**src/rtl/neuron_seq_mac.sv**
```systemverilog
// Sequential single-neuron evaluator: latches one N-input vector, accumulates LANES products per
// cycle, then averages, clamps and scales to one unit. Define NEURON_SEQ_STATUS_EN for status outputs.
//
// Number formats:
//   unit          8-bit unsigned, value = u/256, range [0, 1)
//   unit_signed   9-bit two's complement, value = s/256, range [-1, 1)
//   frac          24-bit two's complement accumulator, value = f/65536 (product scale)
module neuron_seq_mac #(
   parameter int N     = 16,
   parameter int LANES = 4
) (
   input  logic           clk,
   input  logic           rst,
   input  logic           in_valid,
   output logic           in_ready,
   input  logic [N*8-1:0] in,
   input  logic [N*9-1:0] weights,
   input  logic [8:0]     act_upper,
   input  logic [8:0]     act_lower,
   output logic           out_valid,
   input  logic           out_ready,
   output logic [7:0]     out
`ifdef NEURON_SEQ_STATUS_EN
   ,
   output logic [8:0]     average,
   output logic           too_big,
   output logic           too_small
`endif
);

   localparam int UW     = 8;
   localparam int SW     = 9;
   localparam int PW     = UW + SW + 1;
   localparam int FW     = 24;
   localparam int CHUNKS = (N + LANES - 1) / LANES;
   localparam int CW     = $clog2(CHUNKS + 1);
   localparam int CIW    = (CHUNKS > 1) ? $clog2(CHUNKS) : 1;
   localparam int CDEPTH = 1 << CIW;

   localparam logic [UW-1:0]        UNIT_MIN  = '0;
   localparam logic [UW-1:0]        UNIT_MAX  = '1;
   localparam logic signed [FW-1:0] FRAC_ZERO = '0;
   localparam logic signed [FW-1:0] FRAC_MAX  = {1'b0, {(FW-1){1'b1}}};
   localparam logic signed [FW-1:0] FRAC_MIN  = {1'b1, {(FW-1){1'b0}}};
   localparam logic signed [FW-1:0] N_FRAC    = FW'(N);
   localparam logic signed [FW-1:0] SU_MAX_F  = FW'(255);
   localparam logic signed [FW-1:0] SU_MIN_F  = -(FW'(256));

   typedef enum logic [1:0] {IDLE, ACCUM, FINISH, HOLD} state_t;

   state_t                 state_q;
   logic [CW-1:0]          cnt_q;
   logic signed [FW-1:0]   sum_q;
   logic signed [FW-1:0]   sum_d;
   logic                   out_valid_q;
   logic [UW-1:0]          out_q;
   logic [UW-1:0]          out_d;
   logic signed [SW-1:0]   lower_q;
   logic signed [SW-1:0]   upper_q;

   logic [UW-1:0]          x_pad [CDEPTH][LANES];
   logic signed [SW-1:0]   w_pad [CDEPTH][LANES];
   logic [UW-1:0]          x_q   [CDEPTH][LANES];
   logic signed [SW-1:0]   w_q   [CDEPTH][LANES];
   logic signed [PW-1:0]   prod  [LANES];

   logic [CIW-1:0]         cidx;
   logic                   accept;

   logic signed [FW-1:0]   quot;
   logic signed [FW-1:0]   shifted;
   logic signed [SW-1:0]   avg_d;
   logic                   rule_small;
   logic                   rule_big;
   logic [SW:0]            rel;
   logic signed [SW:0]     diff;
   logic [SW:0]            abs_diff;
   logic [UW-1:0]          space;
   logic [SW+UW:0]         num;
   logic [SW+UW:0]         quo;
   logic [UW-1:0]          scaled;

`ifdef NEURON_SEQ_STATUS_EN
   logic signed [SW-1:0]   average_q;
   logic                   too_big_q;
   logic                   too_small_q;
`endif

   assign in_ready  = (state_q == IDLE) && !rst;
   assign accept    = (state_q == IDLE) && in_valid;
   assign cidx      = cnt_q[CIW-1:0];
   assign out_valid = out_valid_q;
   assign out       = out_q;

   // Saturating frac addition; order of calls fixes the accumulation order.
   function automatic logic signed [FW-1:0] frac_add(input logic signed [FW-1:0] a,
                                                     input logic signed [FW-1:0] b);
      logic [FW:0] s;
      s = {a[FW-1], a} + {b[FW-1], b};
      if (s[FW] != s[FW-1])
         return s[FW] ? FRAC_MIN : FRAC_MAX;
      return s[FW-1:0];
   endfunction

   // Chunk-major storage; lanes past N and rows past CHUNKS hold zero so they add nothing.
   for (genvar gc = 0; gc < CDEPTH; gc++) begin : g_chunk
      for (genvar gl = 0; gl < LANES; gl++) begin : g_lane
         localparam int IDX = gc * LANES + gl;
         if (IDX < N) begin : g_used
            assign x_pad[gc][gl] = in[IDX*UW +: UW];
            assign w_pad[gc][gl] = weights[IDX*SW +: SW];
         end else begin : g_pad
            assign x_pad[gc][gl] = '0;
            assign w_pad[gc][gl] = '0;
         end
      end
   end

   for (genvar gl = 0; gl < LANES; gl++) begin : g_mul
      assign prod[gl] = $signed({{(PW-UW){1'b0}}, x_q[cidx][gl]})
                      * $signed({{(PW-SW){w_q[cidx][gl][SW-1]}}, w_q[cidx][gl]});
   end

   always_comb begin
      sum_d = sum_q;
      for (int j = 0; j < LANES; j++)
         sum_d = frac_add(sum_d, {{(FW-PW){prod[j][PW-1]}}, prod[j]});
   end

   // Average: divide truncates toward zero, frac->unit_signed floors, then saturates.
   always_comb begin
      quot    = sum_q / N_FRAC;
      shifted = quot >>> 8;
      if (shifted > SU_MAX_F)
         avg_d = 9'sd255;
      else if (shifted < SU_MIN_F)
         avg_d = -9'sd256;
      else
         avg_d = shifted[SW-1:0];

      rule_small = avg_d < lower_q;
      rule_big   = !rule_small && (avg_d > upper_q);

      rel      = {avg_d[SW-1], avg_d} - {lower_q[SW-1], lower_q};
      diff     = $signed({upper_q[SW-1], upper_q}) - $signed({lower_q[SW-1], lower_q});
      abs_diff = diff[SW] ? 10'(-diff) : 10'(diff);
      space    = (abs_diff > 10'd255) ? UNIT_MAX : abs_diff[UW-1:0];

      // Position of the average inside [lower, upper] as a unit; empty range maps to max.
      num = {rel, 8'h00};
      quo = num / {{(SW+1){1'b0}}, ((space == '0) ? 8'd1 : space)};
      if (space == '0 || quo > 18'd255)
         scaled = UNIT_MAX;
      else
         scaled = quo[UW-1:0];

      if (rule_small)
         out_d = UNIT_MIN;
      else if (rule_big)
         out_d = UNIT_MAX;
      else
         out_d = scaled;
   end

   always_ff @(posedge clk) begin
      if (!rst && accept) begin
         x_q     <= x_pad;
         w_q     <= w_pad;
         lower_q <= act_lower;
         upper_q <= act_upper;
      end
   end

   always_ff @(posedge clk) begin
      if (rst) begin
         state_q     <= IDLE;
         cnt_q       <= '0;
         sum_q       <= FRAC_ZERO;
         out_valid_q <= 1'b0;
         out_q       <= UNIT_MIN;
`ifdef NEURON_SEQ_STATUS_EN
         average_q   <= '0;
         too_big_q   <= 1'b0;
         too_small_q <= 1'b0;
`endif
      end else begin
         case (state_q)
            IDLE: begin
               if (in_valid) begin
                  sum_q   <= FRAC_ZERO;
                  cnt_q   <= '0;
                  state_q <= ACCUM;
               end
            end
            ACCUM: begin
               sum_q <= sum_d;
               cnt_q <= cnt_q + 1'b1;
               if (cnt_q == CW'(CHUNKS - 1))
                  state_q <= FINISH;
            end
            FINISH: begin
               out_q       <= out_d;
               out_valid_q <= 1'b1;
`ifdef NEURON_SEQ_STATUS_EN
               average_q   <= avg_d;
               too_big_q   <= rule_big;
               too_small_q <= rule_small;
`endif
               state_q     <= HOLD;
            end
            HOLD: begin
               if (out_ready) begin
                  out_valid_q <= 1'b0;
                  state_q     <= IDLE;
               end
            end
            default: state_q <= IDLE;
         endcase
      end
   end

`ifdef NEURON_SEQ_STATUS_EN
   assign average   = average_q;
   assign too_big   = too_big_q;
   assign too_small = too_small_q;
`endif

endmodule

```
**config.mk**
```make
export PLATFORM = sky130hd
export DESIGN_NAME = neuron_seq_mac
export DESIGN_NICKNAME = d
export VERILOG_FILES = /design/src/rtl/neuron_seq_mac.sv
export SDC_FILE = /design/constraint.sdc
export NUM_CORES = 2
export LEC_CHECK = 0
export ABC_AREA = 0
export CAP_MARGIN = 20
export CELL_PAD_IN_SITES_DETAIL_PLACEMENT = 0
export CELL_PAD_IN_SITES_GLOBAL_PLACEMENT = 1
export CORE_ASPECT_RATIO = 1.25
export CORE_UTILIZATION = 30
export DETAILED_ROUTE_END_ITERATION = 10
export PLACE_DENSITY_LB_ADDON = 0.1
export SLEW_MARGIN = 10
export SYNTH_ARGS = -nofsm -noshare
export SYNTH_HDL_FRONTEND = slang
export SYNTH_SLANG_ARGS = --single-unit
```
**constraint.sdc**
```tcl
create_clock -name clk -period 48.6 [get_ports clk]
set_input_delay 9.72 -clock clk [delete_from_list [all_inputs] [get_ports clk]]
set_output_delay 9.72 -clock clk [all_outputs]
set_load 0.01 [all_outputs]
```
Word-level counts from Yosys, hierarchy flattened. Cells that the tools add are included.

Order comparisons: 7. Reductions and logical operators: 15. $mul: 4. Add/subtract/negate cells: 9. Bitwise operators: 2. Eq/ne operators: 11. Div/mod/pow operators: 1. Muxes and demuxes: 40.

Operators with widths (count): $mux 24 (13); $add 24x18->25 (4); $bmux 36 s2 (1); $mul 9x9->18 (4); $mux 36 (2); $bmux 32 s2 (1); $mux 32 (2); $pmux 24 s2 (1); $mux 8 (5); $add 24x1->24 (1); $sub 9x9->10 (2); $div 18x8->18 (1); $gt 18x8->1 const B (1); $mux 9 (2); $gt 16x9->1 const B (1); $lt 16x9->1 const B (1); $gt 10x8->1 const B (1); $mux 10 (1); $neg 10->10 (1); $gt 9x9->1 (1); $lt 9x9->1 (1); $logic_not 8->1 (1); $pmux 2 s4 (1); $mux 2 (3); 21 further kinds (37).

Bits in registers: 328. Output and inout port bits: 10.

Depth between registers and ports, before layout.
Depth after elaboration: 22. Mapped depth: 219. Depth with buffers taken out: 205.

Least setup slack after synthesis. Ideal clock, no wire load.

Path type: register to register. Start: register upper_q[0]. End: register out_q[0], in the netlist out[0]. Arrival time: 38678 ps. Setup slack: 9801 ps. Buffers on the path: 17. Cell stages (with the launch flop): 211. Data required time: 48479 ps. Cell sequence: edfxtp_1 inv_1 ha_1 inv_1 fa_1 a211oi_2 nor3_2 or3_1 and2_1 buf_6 o31a_1 o21bai_1 buf_2 and2_1 nand2_1 inv_2 clkbuf_1 ha_1 [175 not listed] o21a_1 o21ai_0 nand2_1 a211oi_1 o211ai_2 nor2_1 buf_4 nor3_1 o21bai_1 ha_1 and4_1 a31o_2 a21oi_1 nand2_1 a211o_1 or4_1 a31oi_1 o21ai_1.

Word-level cells in the longest chain between the ends: 13. Elaborated cells between the ends (all ways): 15.

RTL lines: from (decl) (RTL line 59) `logic signed [SW-1:0] upper_q;`; from (signal assigned) (RTL line 170) `upper_q <= act_upper;`; $sub 9x9->10 (RTL line 145) `diff = $signed({upper_q[SW-1], upper_q}) - $signed({lower_q[SW-1], lower_q});`; $neg 10->10 (RTL line 146) `abs_diff = diff[SW] ? 10'(-diff) : 10'(diff);`; $mux 10 (RTL line 146); $gt 10x8->1 (RTL line 147) `space = (abs_diff > 10'd255) ? UNIT_MAX : abs_diff[UW-1:0];`; $mux 8 (RTL line 147); $logic_not 8->1 (RTL line 151, 152); $mux 8 (RTL line 151) `quo = num / {{(SW+1){1'b0}}, ((space == '0) ? 8'd1 : space)};`; $div 18x8->18 (RTL line 151); $gt 18x8->1 (RTL line 152) `if (space == '0 || quo > 18'd255)`; $logic_or 1x1->1 (RTL line 152); $mux 8 (RTL line 152); $mux 8 (*) (RTL line 159) `else if (rule_big)`; $mux 8 (*) (RTL line 157) `if (rule_small)`; to (signal assigned) (RTL line 202) `out_q <= out_d;`; to (decl) (RTL line 56) `logic [UW-1:0] out_q;`.

Mark *: on every way between the ends. The rest lies on a longest branch, timed or not. A chain may end at the register's enable or synchronous reset.

Final worst setup path.
Start: register sum_q[23]. End: register out_q[0], in the netlist out[0].

Word-level cells in the longest chain between the ends: 12. Elaborated cells between the ends (all ways): 17.

RTL lines: from (decl) (RTL line 53) `logic signed [FW-1:0] sum_q;`; from (signal assigned) (RTL line 196) `sum_q <= sum_d;`; $and 1x1->1 (no source line); $add 24x1->24 (no source line) (*); $lt 16x9->1 (RTL line 136) `else if (shifted < SU_MIN_F)`; $mux 9 (RTL line 136); $mux 9 (*) (RTL line 134) `if (shifted > SU_MAX_F)`; $sub 9x9->10 (RTL line 144) `rel = {avg_d[SW-1], avg_d} - {lower_q[SW-1], lower_q};`; $div 18x8->18 (RTL line 151); $gt 18x8->1 (RTL line 152); $logic_or 1x1->1 (RTL line 152); $mux 8 (RTL line 152); $mux 8 (RTL line 159); $mux 8 (*) (RTL line 157).

Marks and branches as above.

==> run summary <==
TIMING
--------------------------------------------------------------------------------------------------------
Max Clock Skew                                                                                0.03509 ns
Max Freq                                                                                       22.47 MHz
Slack of the critical path                                                                      4.100 ns
TNS Setup                                                                                           0 ns
# setup viols final                                                                                    0
Final number of hold-violating endpoints                                                               0
Worst Tran Pin Value                                                                            1.074 ns
Count of pins over their slew limit                                                                    0
Final critical path time including I/O delays and setup                                         44.50 ns
Final critical-path share of the clock period                                                     0.9156
Unrepaired setup endpoints after global routing                                                    false
Worst rel slew slack                                                                              0.2829

CRITICAL PATH
--------------------------------------------------------------------------------------------------------
Startpoint of the most critical setup path                                                     sum_q[23]
Cell mode on critical path                                                                  sky130_fd_sc_hd__o21a_1
Slowest-stage cell, CP                                                                      sky130_fd_sc_hd__a211oi_1
Kind of critical path                                                                       register to register
Register-to-Register Path Depth                                                                      197
Required time at the endpoint of the critical path                                              49.06 ns
Element type at the critical path start                                                         register
Setup slack, reg-to-reg                                                                          4.10 ns
Crit path to                                                                                      out[0]
Largest stage delay, worst path                                                                  0.74 ns
Critical register-to-register path startpoint                                                  sum_q[23]
Capturing point of the worst reg2reg path                                                         out[0]
Kind of end point of the critical path                                                          register
Endpoint arrival time on the critical path                                                      44.96 ns
Top fanout value on the critical path                                                                 24

DETAILED ROUTING
--------------------------------------------------------------------------------------------------------
WL final                                                                                        97240 um
Remaining number of nets flagged by the antenna check after routing                                    0
Number of vias per cell                                                                            4.887
Detailed-routing iteration count for the pre-antenna-repair pass                                       5
DRC violation count after routing                                                                      0
Average wire per standard cell                                                                  18.56 um
Via Count                                                                                          25600
Iter 0 DRT Violations                                                                                898

FINAL LAYOUT
--------------------------------------------------------------------------------------------------------
Antenna Diode Count                                                                                    0
Total Nets Final                                                                                    4713
Footprint of the multi-input gates                                                            22980 um^2
Non-filler cells, final                                                                             5239
Layout overhead on the synthesized area                                                           17.76%
Filler Cells Inserted                                                                              11740
FF/Latch Area                                                                                  9477 um^2
Share of cells above drive strength 1                                                            0.07058
Post-route core utilization                                                                       0.3571

LOGIC SYNTHESIS
--------------------------------------------------------------------------------------------------------
Primary flip-flop cell chosen by synthesis mapping                                          sky130_fd_sc_hd__edfxtp_1
Number of different library cells in the post-synthesis netlist                                      105
Async SR Flop Fraction                                                                                 0
Synth Register Bits                                                                                  328
Leading post-synthesis cells by cell area                                                   sky130_fd_sc_hd__edfxtp_1 25%, sky130_fd_sc_hd__ha_1 16%, sky130_fd_sc_hd__fa_1 14%
Number of warnings reported in the yosys synthesis log                                                 0
Cell area after synthesis                                                                     34450 um^2
Post-synth top area cell                                                                    sky130_fd_sc_hd__edfxtp_1
Proportion of synthesized chip area in sequential cells                                           0.2749
Post-synthesis average cell area                                                              10.03 um^2
Synthesized instance count                                                                          3433
Number of nets in the synthesized netlist                                                           4409
Post-synth EDFFs                                                                                     290
Portion of synthesized cell area occupied by the leading cell type                                0.2528

GLOBAL ROUTING
--------------------------------------------------------------------------------------------------------
Vias in the first global route                                                                     27340
Gr usage total                                                                                    0.1691
Initial antenna violation count                                                                        1
Pin count of the biggest net entering global routing                                                  76
First-pass GRT wire length                                                                     153300 um
Remaining global-route overflow                                                                        0

CLOCK NETWORK
--------------------------------------------------------------------------------------------------------
Clock Tree Root                                                                             sky130_fd_sc_hd__clkbuf_16
Number of buffers created by CTS                                                                      40
H-tree depth                                                                                           2
Clock sink total                                                                                     328
TritonCTS clock tree                                                                               built
Post-CTS clock slew at the launch and capture registers of the worst setup and hold paths        0.07 ns
Later-pin clock latency in the skew report                                                       0.60 ns
Max clock buf depth                                                                                    3

JOB
--------------------------------------------------------------------------------------------------------
Max-capacitance violation count                                                                        0

PLACE
--------------------------------------------------------------------------------------------------------
Placed cells                                                                                        5164
Gpl congestion                                                                                    0.8224
Worst setup slack before clock tree synthesis                                                   4.013 ns
Placed wire-length estimate                                                                     79270 um
Port bufs                                                                                            303

DIE
--------------------------------------------------------------------------------------------------------
Die width                                                                                       305.1 um
Num rows                                                                                             138
Starting Density                                                                                  0.3032
Die ar.                                                                                      116200 um^2
Die height                                                                                      380.9 um
I/O pin cnt                                                                                          304
Area inside the core boundary                                                                113600 um^2

OUTCOME
--------------------------------------------------------------------------------------------------------
Outcome                                                                                     finished clean

WORST HOLD PATH
--------------------------------------------------------------------------------------------------------
Hold path startpoint                                                                           sum_q[15]
Path class of the lowest-slack min-delay path                                               register to register

[sequential cells by signal, indices dropped and copies added, names as in the netlist]
register	cells
w_q	144
x_q	128
sum_q	24
lower_q	9
upper_q	9
out	8
cnt_q	3
state_q	2
out_valid	1
[cells in the final DEF (no fill, tap or decap), drive strengths merged, types with 23 or more instances in the layout]
cell type and count:
a211oi 23, a21o 71, a21oi 220, a31oi 23, and2 116, buf 28, clkbuf 49, clkdlybuf4s50 302
dfxtp 38, edfxtp 290, fa 235, ha 447, inv 457, mux2 26, mux2i 23, mux4 68
nand2 315, nand2b 53, nand3 50, nor2 156, nor2b 24, nor3 59, o21a 54, o21ai 167
o21bai 49, xnor2 116, xor2 37
[how the worst min path moves through the flow]
stage	to	depth (start not counted)	slack, ns
global placement	sum_q[15]	2	0.44
detailed placement	sum_q[15]	2	0.46
floorplan	sum_q[15]	2	0.43
global route	sum_q[15]	2	0.49
CTS	sum_q[15]	2	0.47
finish	sum_q[15]	2	0.46
[cells by family after synthesis]
family	after synthesis	share of synthesized area
AO/OA/AOI/OAI	747	0.1405
XOR/XNOR	153	0.03912
adder cells (fa/ha/maj)	684	0.2995
buffers and inverters	521	0.05855
flip-flops	328	0.2749
multiplexers	117	0.06008
AND/OR/NAND/NOR	883	0.1273
[critical path, delay by kind of cell, from the launching register on]
family / cells / cell delay [ns]
compound gates: 103 / 21.51
simple gates: 64 / 13.12
buf+inv: 3 / 0.42
flops: 1 / 0.46
mux: 8 / 2.74
fa+ha+maj: 19 / 6.03
[per-layer routing]
| metal | vias up | GRT usage | wire (um) |
|---|---|---|---|
| li1 | 12710 | - | - |
| met1 | 12450 | 0.1956 | 40020 |
| met2 | 357 | 0.3251 | 52210 |
| met3 | 89 | 0.01925 | 2791 |
| met4 | 0 | 0.04293 | 2222 |
| met5 | - | 0 | 0 |
[cell type report]
type,instances,area share
multi-input cells,2584,0.5664
clock inverters,25,0.006971
repair buffers,330,0.07964
flip-flops and latches,328,0.2336
well taps,1470,0.04534
inverters,453,0.04198
clock buffers,49,0.02603
[timing repair]
action	in CTS	in global routing
gates resized for setup	0	1
setup endpoints to repair	0	1
hold buffers	0	0
setup buffers	0	0
[cells in the mapped netlist (all sizes together), types with 26 or more instances]
master and count:
o21ai 167, dfxtp 38, inv 453, mux4 68
a21o 71, ha 447, nor3 59, buf 27
o21a 54, nand2 315, o21bai 49, mux2 26
nand3 50, clkbuf 41, and2 116, nor2 156
edfxtp 290, xnor2 116, fa 235, a21oi 220
nand2b 53, xor2 37
[per-stage QoR]
stage / instance area [um^2] / hold WS, ns
floorplan: 34450 / 0.4319
finish: 40570 / 0.4631
global placement: 39220 / 0.4445
detailed placement: 39220 / 0.4611
CTS: 40560 / 0.4693
global route: 40570 / 0.4896
Power is left out: the tool's default activity adds up to more than one toggle a clock period on the data nets, which glitch-free logic cannot reach.
